==> src/rtl/game_fsm_pkg.sv <==
// Shared definitions for the two-player battleship game controller:
// state codes, grid geometry and cell indexing.
package game_fsm_pkg;

   localparam int GRID_W = 8;
   localparam int CELLS  = 64;

   typedef enum logic [2:0] {
      S_IDLE    = 3'd0,
      S_PLACE   = 3'd1,
      S_CHECK   = 3'd2,
      S_P1_TURN = 3'd3,
      S_P2_TURN = 3'd4,
      S_P1_WIN  = 3'd5,
      S_P2_WIN  = 3'd6,
      S_ILLEGAL = 3'd7
   } state_t;

   // y*GRID_W + x; with an 8-wide grid this is a plain bit concatenation.
   function automatic logic [5:0] cell_idx(input logic [2:0] x, input logic [2:0] y);
      return {y, x};
   endfunction

endpackage

==> src/rtl/game_fsm_shot_tracker.sv <==
// Per-player record of which grid cells that player has already fired at.
// Cleared at game start; one cell set per accepted shot.
module shot_tracker
   import game_fsm_pkg::*;
(
   input  logic       clk,
   input  logic       rst_n,
   input  logic       clr,
   input  logic       set,
   input  logic [5:0] set_idx,
   input  logic [5:0] test_idx,
   output logic       tested
);

   logic [CELLS-1:0] map_q;

   always_ff @(posedge clk or negedge rst_n) begin
      if (!rst_n) begin
         map_q <= '0;
      end else if (clr) begin
         map_q <= '0;
      end else if (set) begin
         map_q[set_idx] <= 1'b1;
      end
   end

   assign tested = map_q[test_idx];

endmodule

==> src/rtl/game_fsm.sv <==
// Turn-based battleship controller: placement handshake, alternating shots,
// one-cycle hit/miss resolution, saturating hit counters and win detection.
module game_fsm
   import game_fsm_pkg::*;
#(
   parameter int WIN_HITS = 17
) (
   input  logic        clk,
   input  logic        rst_n,
   input  logic        start,
   input  logic        place_done_p1,
   input  logic        place_done_p2,
   input  logic [63:0] ship_map_p1,
   input  logic [63:0] ship_map_p2,
   input  logic        fire,
   input  logic [2:0]  fire_x,
   input  logic [2:0]  fire_y,
   output logic [2:0]  state,
   output logic        hit,
   output logic        miss,
   output logic        shot_reject,
   output logic [6:0]  p1_hits,
   output logic [6:0]  p2_hits
);

   localparam logic [6:0] WIN_CNT = 7'(WIN_HITS);

   state_t     state_q, state_d;
   logic       placed1_q, placed1_d;
   logic       placed2_q, placed2_d;
   logic [5:0] shot_idx_p0, shot_idx_d;
   logic       shooter_p0, shooter_d;
   logic       reject_q, reject_d;
   logic [6:0] p1_cnt_q, p1_cnt_d;
   logic [6:0] p2_cnt_q, p2_cnt_d;

   logic       trk_clr;
   logic       set_p1, set_p2;
   logic       shot_by_p1, shot_by_p2;
   logic [5:0] fire_idx;
   logic       target_bit;

   assign fire_idx = cell_idx(fire_x, fire_y);

   // Shooter 0 is player 1, who targets player 2's fleet.
   assign target_bit = shooter_p0 ? ship_map_p1[shot_idx_p0] : ship_map_p2[shot_idx_p0];

   shot_tracker u_shots_p1 (
      .clk      (clk),
      .rst_n    (rst_n),
      .clr      (trk_clr),
      .set      (set_p1),
      .set_idx  (fire_idx),
      .test_idx (fire_idx),
      .tested   (shot_by_p1)
   );

   shot_tracker u_shots_p2 (
      .clk      (clk),
      .rst_n    (rst_n),
      .clr      (trk_clr),
      .set      (set_p2),
      .set_idx  (fire_idx),
      .test_idx (fire_idx),
      .tested   (shot_by_p2)
   );

   always_ff @(posedge clk or negedge rst_n) begin
      if (!rst_n) begin
         state_q     <= S_IDLE;
         placed1_q   <= 1'b0;
         placed2_q   <= 1'b0;
         shot_idx_p0 <= '0;
         shooter_p0  <= 1'b0;
         reject_q    <= 1'b0;
         p1_cnt_q    <= '0;
         p2_cnt_q    <= '0;
      end else begin
         state_q     <= state_d;
         placed1_q   <= placed1_d;
         placed2_q   <= placed2_d;
         shot_idx_p0 <= shot_idx_d;
         shooter_p0  <= shooter_d;
         reject_q    <= reject_d;
         p1_cnt_q    <= p1_cnt_d;
         p2_cnt_q    <= p2_cnt_d;
      end
   end

   always_comb begin
      state_d    = state_q;
      placed1_d  = placed1_q;
      placed2_d  = placed2_q;
      shot_idx_d = shot_idx_p0;
      shooter_d  = shooter_p0;
      reject_d   = 1'b0;
      p1_cnt_d   = p1_cnt_q;
      p2_cnt_d   = p2_cnt_q;
      trk_clr    = 1'b0;
      set_p1     = 1'b0;
      set_p2     = 1'b0;
      hit        = 1'b0;
      miss       = 1'b0;

      case (state_q)
         S_IDLE, S_P1_WIN, S_P2_WIN: begin
            if (start) begin
               trk_clr   = 1'b1;
               placed1_d = 1'b0;
               placed2_d = 1'b0;
               p1_cnt_d  = '0;
               p2_cnt_d  = '0;
               state_d   = S_PLACE;
            end
         end

         S_PLACE: begin
            placed1_d = placed1_q | place_done_p1;
            placed2_d = placed2_q | place_done_p2;
            if (placed1_q && placed2_q) begin
               state_d = S_P1_TURN;
            end
         end

         S_P1_TURN: begin
            if (fire) begin
               if (shot_by_p1) begin
                  reject_d = 1'b1;
               end else begin
                  set_p1     = 1'b1;
                  shot_idx_d = fire_idx;
                  shooter_d  = 1'b0;
                  state_d    = S_CHECK;
               end
            end
         end

         S_P2_TURN: begin
            if (fire) begin
               if (shot_by_p2) begin
                  reject_d = 1'b1;
               end else begin
                  set_p2     = 1'b1;
                  shot_idx_d = fire_idx;
                  shooter_d  = 1'b1;
                  state_d    = S_CHECK;
               end
            end
         end

         // Resolve the registered shot; a win outranks handing over the turn.
         S_CHECK: begin
            if (target_bit) begin
               hit = 1'b1;
               if (!shooter_p0) begin
                  if (p1_cnt_q < WIN_CNT) p1_cnt_d = p1_cnt_q + 7'd1;
                  state_d = (p1_cnt_q + 7'd1 == WIN_CNT) ? S_P1_WIN : S_P2_TURN;
               end else begin
                  if (p2_cnt_q < WIN_CNT) p2_cnt_d = p2_cnt_q + 7'd1;
                  state_d = (p2_cnt_q + 7'd1 == WIN_CNT) ? S_P2_WIN : S_P1_TURN;
               end
            end else begin
               miss    = 1'b1;
               state_d = shooter_p0 ? S_P1_TURN : S_P2_TURN;
            end
         end

         default: begin
            state_d = S_IDLE;
         end
      endcase
   end

   assign state       = state_q;
   assign shot_reject = reject_q;
   assign p1_hits     = p1_cnt_q;
   assign p2_hits     = p2_cnt_q;

endmodule

==> config.mk <==
export PLATFORM = sky130hd
export DESIGN_NAME = game_fsm
export DESIGN_NICKNAME = d
export VERILOG_FILES = /design/src/rtl/game_fsm_pkg.sv /design/src/rtl/game_fsm_shot_tracker.sv /design/src/rtl/game_fsm.sv
export SDC_FILE = /design/constraint.sdc
export NUM_CORES = 1
export LEC_CHECK = 0
export CAP_MARGIN = 20
export CELL_PAD_IN_SITES_DETAIL_PLACEMENT = 0
export CELL_PAD_IN_SITES_GLOBAL_PLACEMENT = 1
export CORE_MARGIN = 8
export CORE_UTILIZATION = 44
export CTS_CLUSTER_SIZE = 24
export DETAILED_ROUTE_END_ITERATION = 6
export GPL_ROUTABILITY_DRIVEN = 0
export GPL_TIMING_DRIVEN = 0
export PLACE_DENSITY_LB_ADDON = 0.1
export SLEW_MARGIN = 20
export SYNTH_ARGS = -nofsm -noshare
export SYNTH_HDL_FRONTEND = slang
export SYNTH_SLANG_ARGS = --single-unit
export TNS_END_PERCENT = 10
==> constraint.sdc <==
create_clock -name clk -period 6.4 [get_ports clk]
set_input_delay 1.92 -clock clk [delete_from_list [all_inputs] [get_ports clk]]
set_output_delay 1.92 -clock clk [all_outputs]
set_load 0.05 [all_outputs]
Yosys cells after proc, flatten, opt, wreduce, memory -nomap -nowiden
Index checks and enable logic that the tools add are counted.

storage, ports and cells
  bits in registers = 155
  latch bits = 0
  bits in writable memories = 0
  ROM bits = 0
  input port bits = 140
  output and inout bits = 20
  word-level logic and storage cells = 120
  memories kept = 0

cells by class
  add/sub/neg operators = 2
  multiply operators = 0
  div/mod/pow operators = 0
  order comparisons = 5
  equal/unequal tests = 19
  shift operators = 0
  multiplexer cells = 66
  bitwise logic cells = 4
  reduce and logical (&&, ||, !) cells = 14

operator list
  kind                   count
  $mux W64               4
  $or A64 B64 Y64        2
  $mux W7                7
  $mux W3                10
  $mux W1                28
  $pmux W7 S2            2
  $bmux W1 S6            4
  $mux W6                4
  $ne A2 B2 Y1 const B   11
  $pmux W3 S5            1
  $reduce_and A5 Y1      3
  $add A7 B1 Y7 const B  2
  $eq A7 B5 Y1 const B   2
  $lt A6 B7 Y1 const B   2
  $lt A7 B5 Y1 const B   2
  $pmux W6 S2            1
  $reduce_bool A2 Y1     5
  $eq A3 B3 Y1 const B   3
  $pmux W1 S2            4
  $demux W1 S6           1
  $eq A3 B2 Y1 const B   2
  $ge A6 B1 Y1 const B   1
  $reduce_and A6 Y1      1
  $eq A3 B1 Y1 const B   1
  5 further kinds        7

Logic depth before layout (Yosys ltp)
  depth after elaboration = 7
  depth in mapped cells = 14
  gate-level depth less buffers = 7

Modules after synthesis
From an unflattened synthesis, not the netlist that was laid out.

second synthesis, totals
  cells, all modules = 810
  area, all modules = 8707.1 µm²

modules (own cells, without submodules)
  module                      instances  cells an instance  area each (µm²)  sequential area each (µm²)
  shot_tracker at u_shots_p1  1          283                3011.6           1601.5
  shot_tracker at u_shots_p2  1          281                2960.3           1601.5
  game_fsm                    1          246                2735.1           675.6

Least setup slack after synthesis
No wires, ideal clock.

  kind = input -> output
  from = input port ship_map_p1[47]
  to = output port miss
  data arrival time = 4.256 ns
  data required time = 4.480 ns
  slack = 0.224 ns
  stages on the path = 7
  path buffers = 1
  path through = mux4_2 > mux2_2 > a22o_1 > a2111oi_0 > a31oi_1 > clkbuf_1 > a21oi_1

on the way
  word-level cells in the longest chain between the ends = 5

ends and longest elaborated chain
  what                           line             RTL
  start: declaration             game_fsm.sv:13   input logic [63:0] ship_map_p1,
  $bmux W1 S6                    game_fsm.sv:46   assign target_bit = shooter_p0 ? ship_map_p1[shot_idx_p0] : ship_map_p2[shot_idx_p0];
  $mux W1 (implied by the code)  game_fsm.sv:46
  $mux W1                        game_fsm.sv:46
  $mux W1                        game_fsm.sv:153  if (target_bit) begin
  $mux W1                        game_fsm.sv:105  case (state_q)
  end: declaration               game_fsm.sv:20   output logic miss,

Every way passes these cells. The select of a mux whose other input is x is not followed.

Final worst setup path
  from = input port ship_map_p1[46]
  to = output port miss

Same word-level chain as after synthesis.

==> run_results.csv <==
group,metric,value,unit
run_status,status,"complete, no violations",
synthesis,synth_area_leaders,"dfrtp_1 (44%), mux4_2 (11%), a31oi_1 (9.8%)",
sta,fin_crit,6.282,ns
synthesis,synthArstFlopShare,100.0,%
floorplan,ios,160,
routing,wl_per_cell,23.74,microns
cells_and_area,regArea,3879,sq um
sta,tightest_slew,1.024,ns
setup_path,cp_cell_sequence,"clkdlybuf4s50_1 -> mux4_2 -> mux2_2 -> a22o_1 -> a2111oi_2 -> a31oi_2 -> buf_4 -> a21oi_1 -> buf_4",
setup_path,required,4.48,ns
synthesis,synth_ff_type,"dfrtp_1",
cells_and_area,syn2layout_area_growth,29.33,%
power_and_ir_drop,powerDensity,330.8,nW/um^2
cells_and_area,multi_input_area,4372,sq um
sta,fin_crit_sh,98.16,%
clock_tree,htreeDepth,4,
floorplan,initial_core_util,44.85,%
synthesis,yosysUniqueCellTypes,58,
routing,drtIter0Drc,778,
routing,route.detailed.drc,0,
synthesis,synth-simple-area-share,14.63,%
floorplan,die_area,24600,sq um
synthesis,synth_top_cell_area_share,44.43,%
synthesis,synth-seq-cells,155,
synthesis,synthXorXnorAreaFrac,0.6020,%
global_route,antenna_found_initial,1,
clock_tree,clk_path_buf_depth,2,
clock_tree,cts_tree,"built",
routing,wirelength,31440,microns
synthesis,synth_top_family_by_area,"compound AO/OA/AOI/OAI gates",
setup_path,path_class,"in -> out",
setup_path,crit_top_cell,"buf_4",
cells_and_area,fillers,1688,
synthesis,ys.warnings.count,0,
clock_tree,cts.sinks,155,
sta,finalHoldViolations,0,
sta,finalClockSkew,0.01093,ns
setup_path,critPathSlowestCell,"mux4_2",
floorplan,die_y,156.9,microns
sta,slew_viol_final,0,
setup_path,crit_path_start_kind,"input pin",
routing,vias,8097,
cells_and_area,drive_above_1_share,13.04,%
routing,final_antenna_net_count,0,
global_route,grt_max_degree,91,
global_route,grt_pass1_wl,48620,microns
routing,firstDrtPassIters,5,
power_and_ir_drop,ir_drop,0.0002196,V
synthesis,syn-num-nets,1012,
placement,post-dp-hpwl,22240,microns
setup_path,slowest_delay,0.47,ns
flow_run,maxCapViolCount,0,
setup_path,arrival,4.36,ns
sta,setup_viol,0,
sta,timing.fmax,0.1592,GHz
synthesis,yosysTopAreaCell,"dfrtp_1",
floorplan,die_w,156.9,microns
worst_hold_path,hold_class,"reg -> reg",
synthesis,synth_area,8730,sq um
synthesis,ys_seq_area_share,44.43,%
clock_tree,clk_pin_slew,0.06,ns
sta,relSlewSlack,31.74,%
synthesis,post_synth_mux_area_share,15.64,%
sta,holdWs,0.4914,ns
global_route,grt_overflow_total,0,
global_route,grt_pass1_vias,8136,
setup_path,crit_path_end_kind,"primary output",
cells_and_area,fin_nets,1189,
placement,io_buffer_count,156,
sta,rsz0062_at_grt,"false",
synthesis,synthAdderAreaFrac,0.5733,%
clock_tree,numCtsBuffers,17,
synthesis,synthCells,868,
routing,drt-vias-per-instance,6.116,
global_route,grt.total_usage,25.94,%
synthesis,synth_compound_area_share,18.30,%
clock_tree,clkLatencyLatePin,0.43,ns
sta,fin_tns_setup,0,ns
synthesis,syn_area_per_cell,10.06,sq um
power_and_ir_drop,cellLeakagePower,0.004919,uW
clock_tree,root_buffer,"clkbuf_16",
floorplan,placementRows,51,
setup_path,path_max_fanout,10,
floorplan,coreArea,19460,sq um
synthesis,synth_edf_count,0,
[cell usage after synthesis, types with 5 or more instances]
| library cell | n |
|---|---|
| a2111oi_0 | 5 |
| a21oi_1 | 11 |
| a22o_1 | 9 |
| a31oi_1 | 137 |
| and3_1 | 8 |
| and3b_1 | 6 |
| buf_2 | 25 |
| buf_4 | 5 |
| buf_6 | 6 |
| clkbuf_1 | 52 |
| dfrtp_1 | 155 |
| inv_1 | 20 |
| mux2_1 | 5 |
| mux2_2 | 10 |
| mux2i_1 | 25 |
| mux4_2 | 42 |
| nand2_1 | 27 |
| nand2b_1 | 9 |
| nand3_1 | 22 |
| nor2_1 | 154 |
| nor2b_1 | 15 |
| nor3_1 | 9 |
| o21ai_0 | 18 |
| o22ai_1 | 13 |
| xnor2_1 | 5 |
[worst paths after layout]
check | end | slack, ns | start | cells after the start
min in group asynchronous | p2_hits[2] | 1.42 | rst_n | 1
hold / removal | u_shots_p1.map_q[52] | 0.49 | u_shots_p1.map_q[52] | 2
max in group asynchronous | u_shots_p2.map_q[48] | 4.10 | rst_n | 2
hold reg to reg | u_shots_p1.map_q[52] | 0.49 | u_shots_p1.map_q[52] | 2
setup reg to reg | p2_hits[3] | 3.13 | shot_idx_p0[1] | 10
setup / recovery | miss | 0.12 | ship_map_p1[46] | 9
[logic make-up after synthesis]
family | Yosys count
flip-flops | 155
multiplexers | 82
adder cells (fa/ha/maj) | 4
buffers and inverters | 110
XOR/XNOR | 6
AO/OA/AOI/OAI | 238
AND/OR/NAND/NOR | 273
[area by class of cell]
cell class,count,area share [%]
multi-input combinational,603,38.72
sequential,155,34.36
timing repair buffer,158,14.12
clock buffer,23,4.322
buffer,90,3.868
tap,265,2.937
clock inverter,9,0.9864
inverter,20,0.6650
antenna,1,0.02217
[metal layers]
| metal | wire length (microns) | up-vias | global-route usage, % |
|---|---|---|---|
| li1 | - | 3614 | - |
| met1 | 13630 | 4067 | 34.49 |
| met2 | 14730 | 360 | 42.24 |
| met3 | 2285 | 56 | 4.330 |
| met4 | 789 | 0 | 8.787 |
| met5 | 0 | - | 0 |
[flip-flops by register name, indices dropped and copies added, names as in the netlist]
name and cells:
placed2_q 1, shooter_p0 1, u_shots_p1.map_q 64, u_shots_p2.map_q 64, placed1_q 1, shot_idx_p0 6
state 3, p2_hits 7, p1_hits 7, shot_reject 1
[timing repair]
item                                    in CTS  in global routing
gates resized for setup                     13                  5
endpoints found under the setup margin       2                  2
hold buffers                                 0                  0
buffers inserted                             0                  0
[placed cells by master, fill, tap and decap left out, types with 5 or more instances in the layout]
cell type          n
nor2b_1           15
buf_2             26
nand2_1           27
dfrtp_1          155
a21oi_1           11
a31oi_1          136
mux4_2            42
o22ai_1           13
clkdlybuf4s50_1  153
mux2_1             5
xnor2_1            5
nor2_1           154
clkbuf_16         17
mux2i_1           25
and3b_1            6
nand3_1           22
and3_1             8
buf_4              8
nor3_1             8
inv_1             20
nand2b_1           9
clkbuf_1          53
a22o_1             9
buf_6              6
mux2_2            10
o21ai_0           18
[stage by stage]
stage / area [sq um] / setup WS, ns / instances / power [uW] / util [%]
detailed placement: 10670 / -0.6357 / 1291 / 2707 / 54.84
CTS: 11270 / 0.02601 / 1323 / 3736 / 57.90
finish: 11290 / 0.1176 / 1324 / 3734 / 58.01
floorplan: 8730 / 0.2236 / 868 / 2202 / -
global placement: 10620 / -3.097 / 1289 / 2706 / 54.58
global route: 11290 / 0.01129 / 1324 / 3925 / 58.01
[critical path, delay by kind of cell]
family                 cells  cell delay, ns
muxes                      2            0.76
buffers and inverters      3            0.85
AOI/OAI and AO/OA          4            0.84
[report_power, final]
part | leakage (uW) | internal, uW | switching, uW | total (uW)
sequential | 0.00214 | 1070 | 79.5 | 1150
clock | 0.000290 | 617 | 415 | 1030
combinational | 0.00249 | 623 | 927 | 1550
Note: power is estimated with default switching activity, not from simulation.
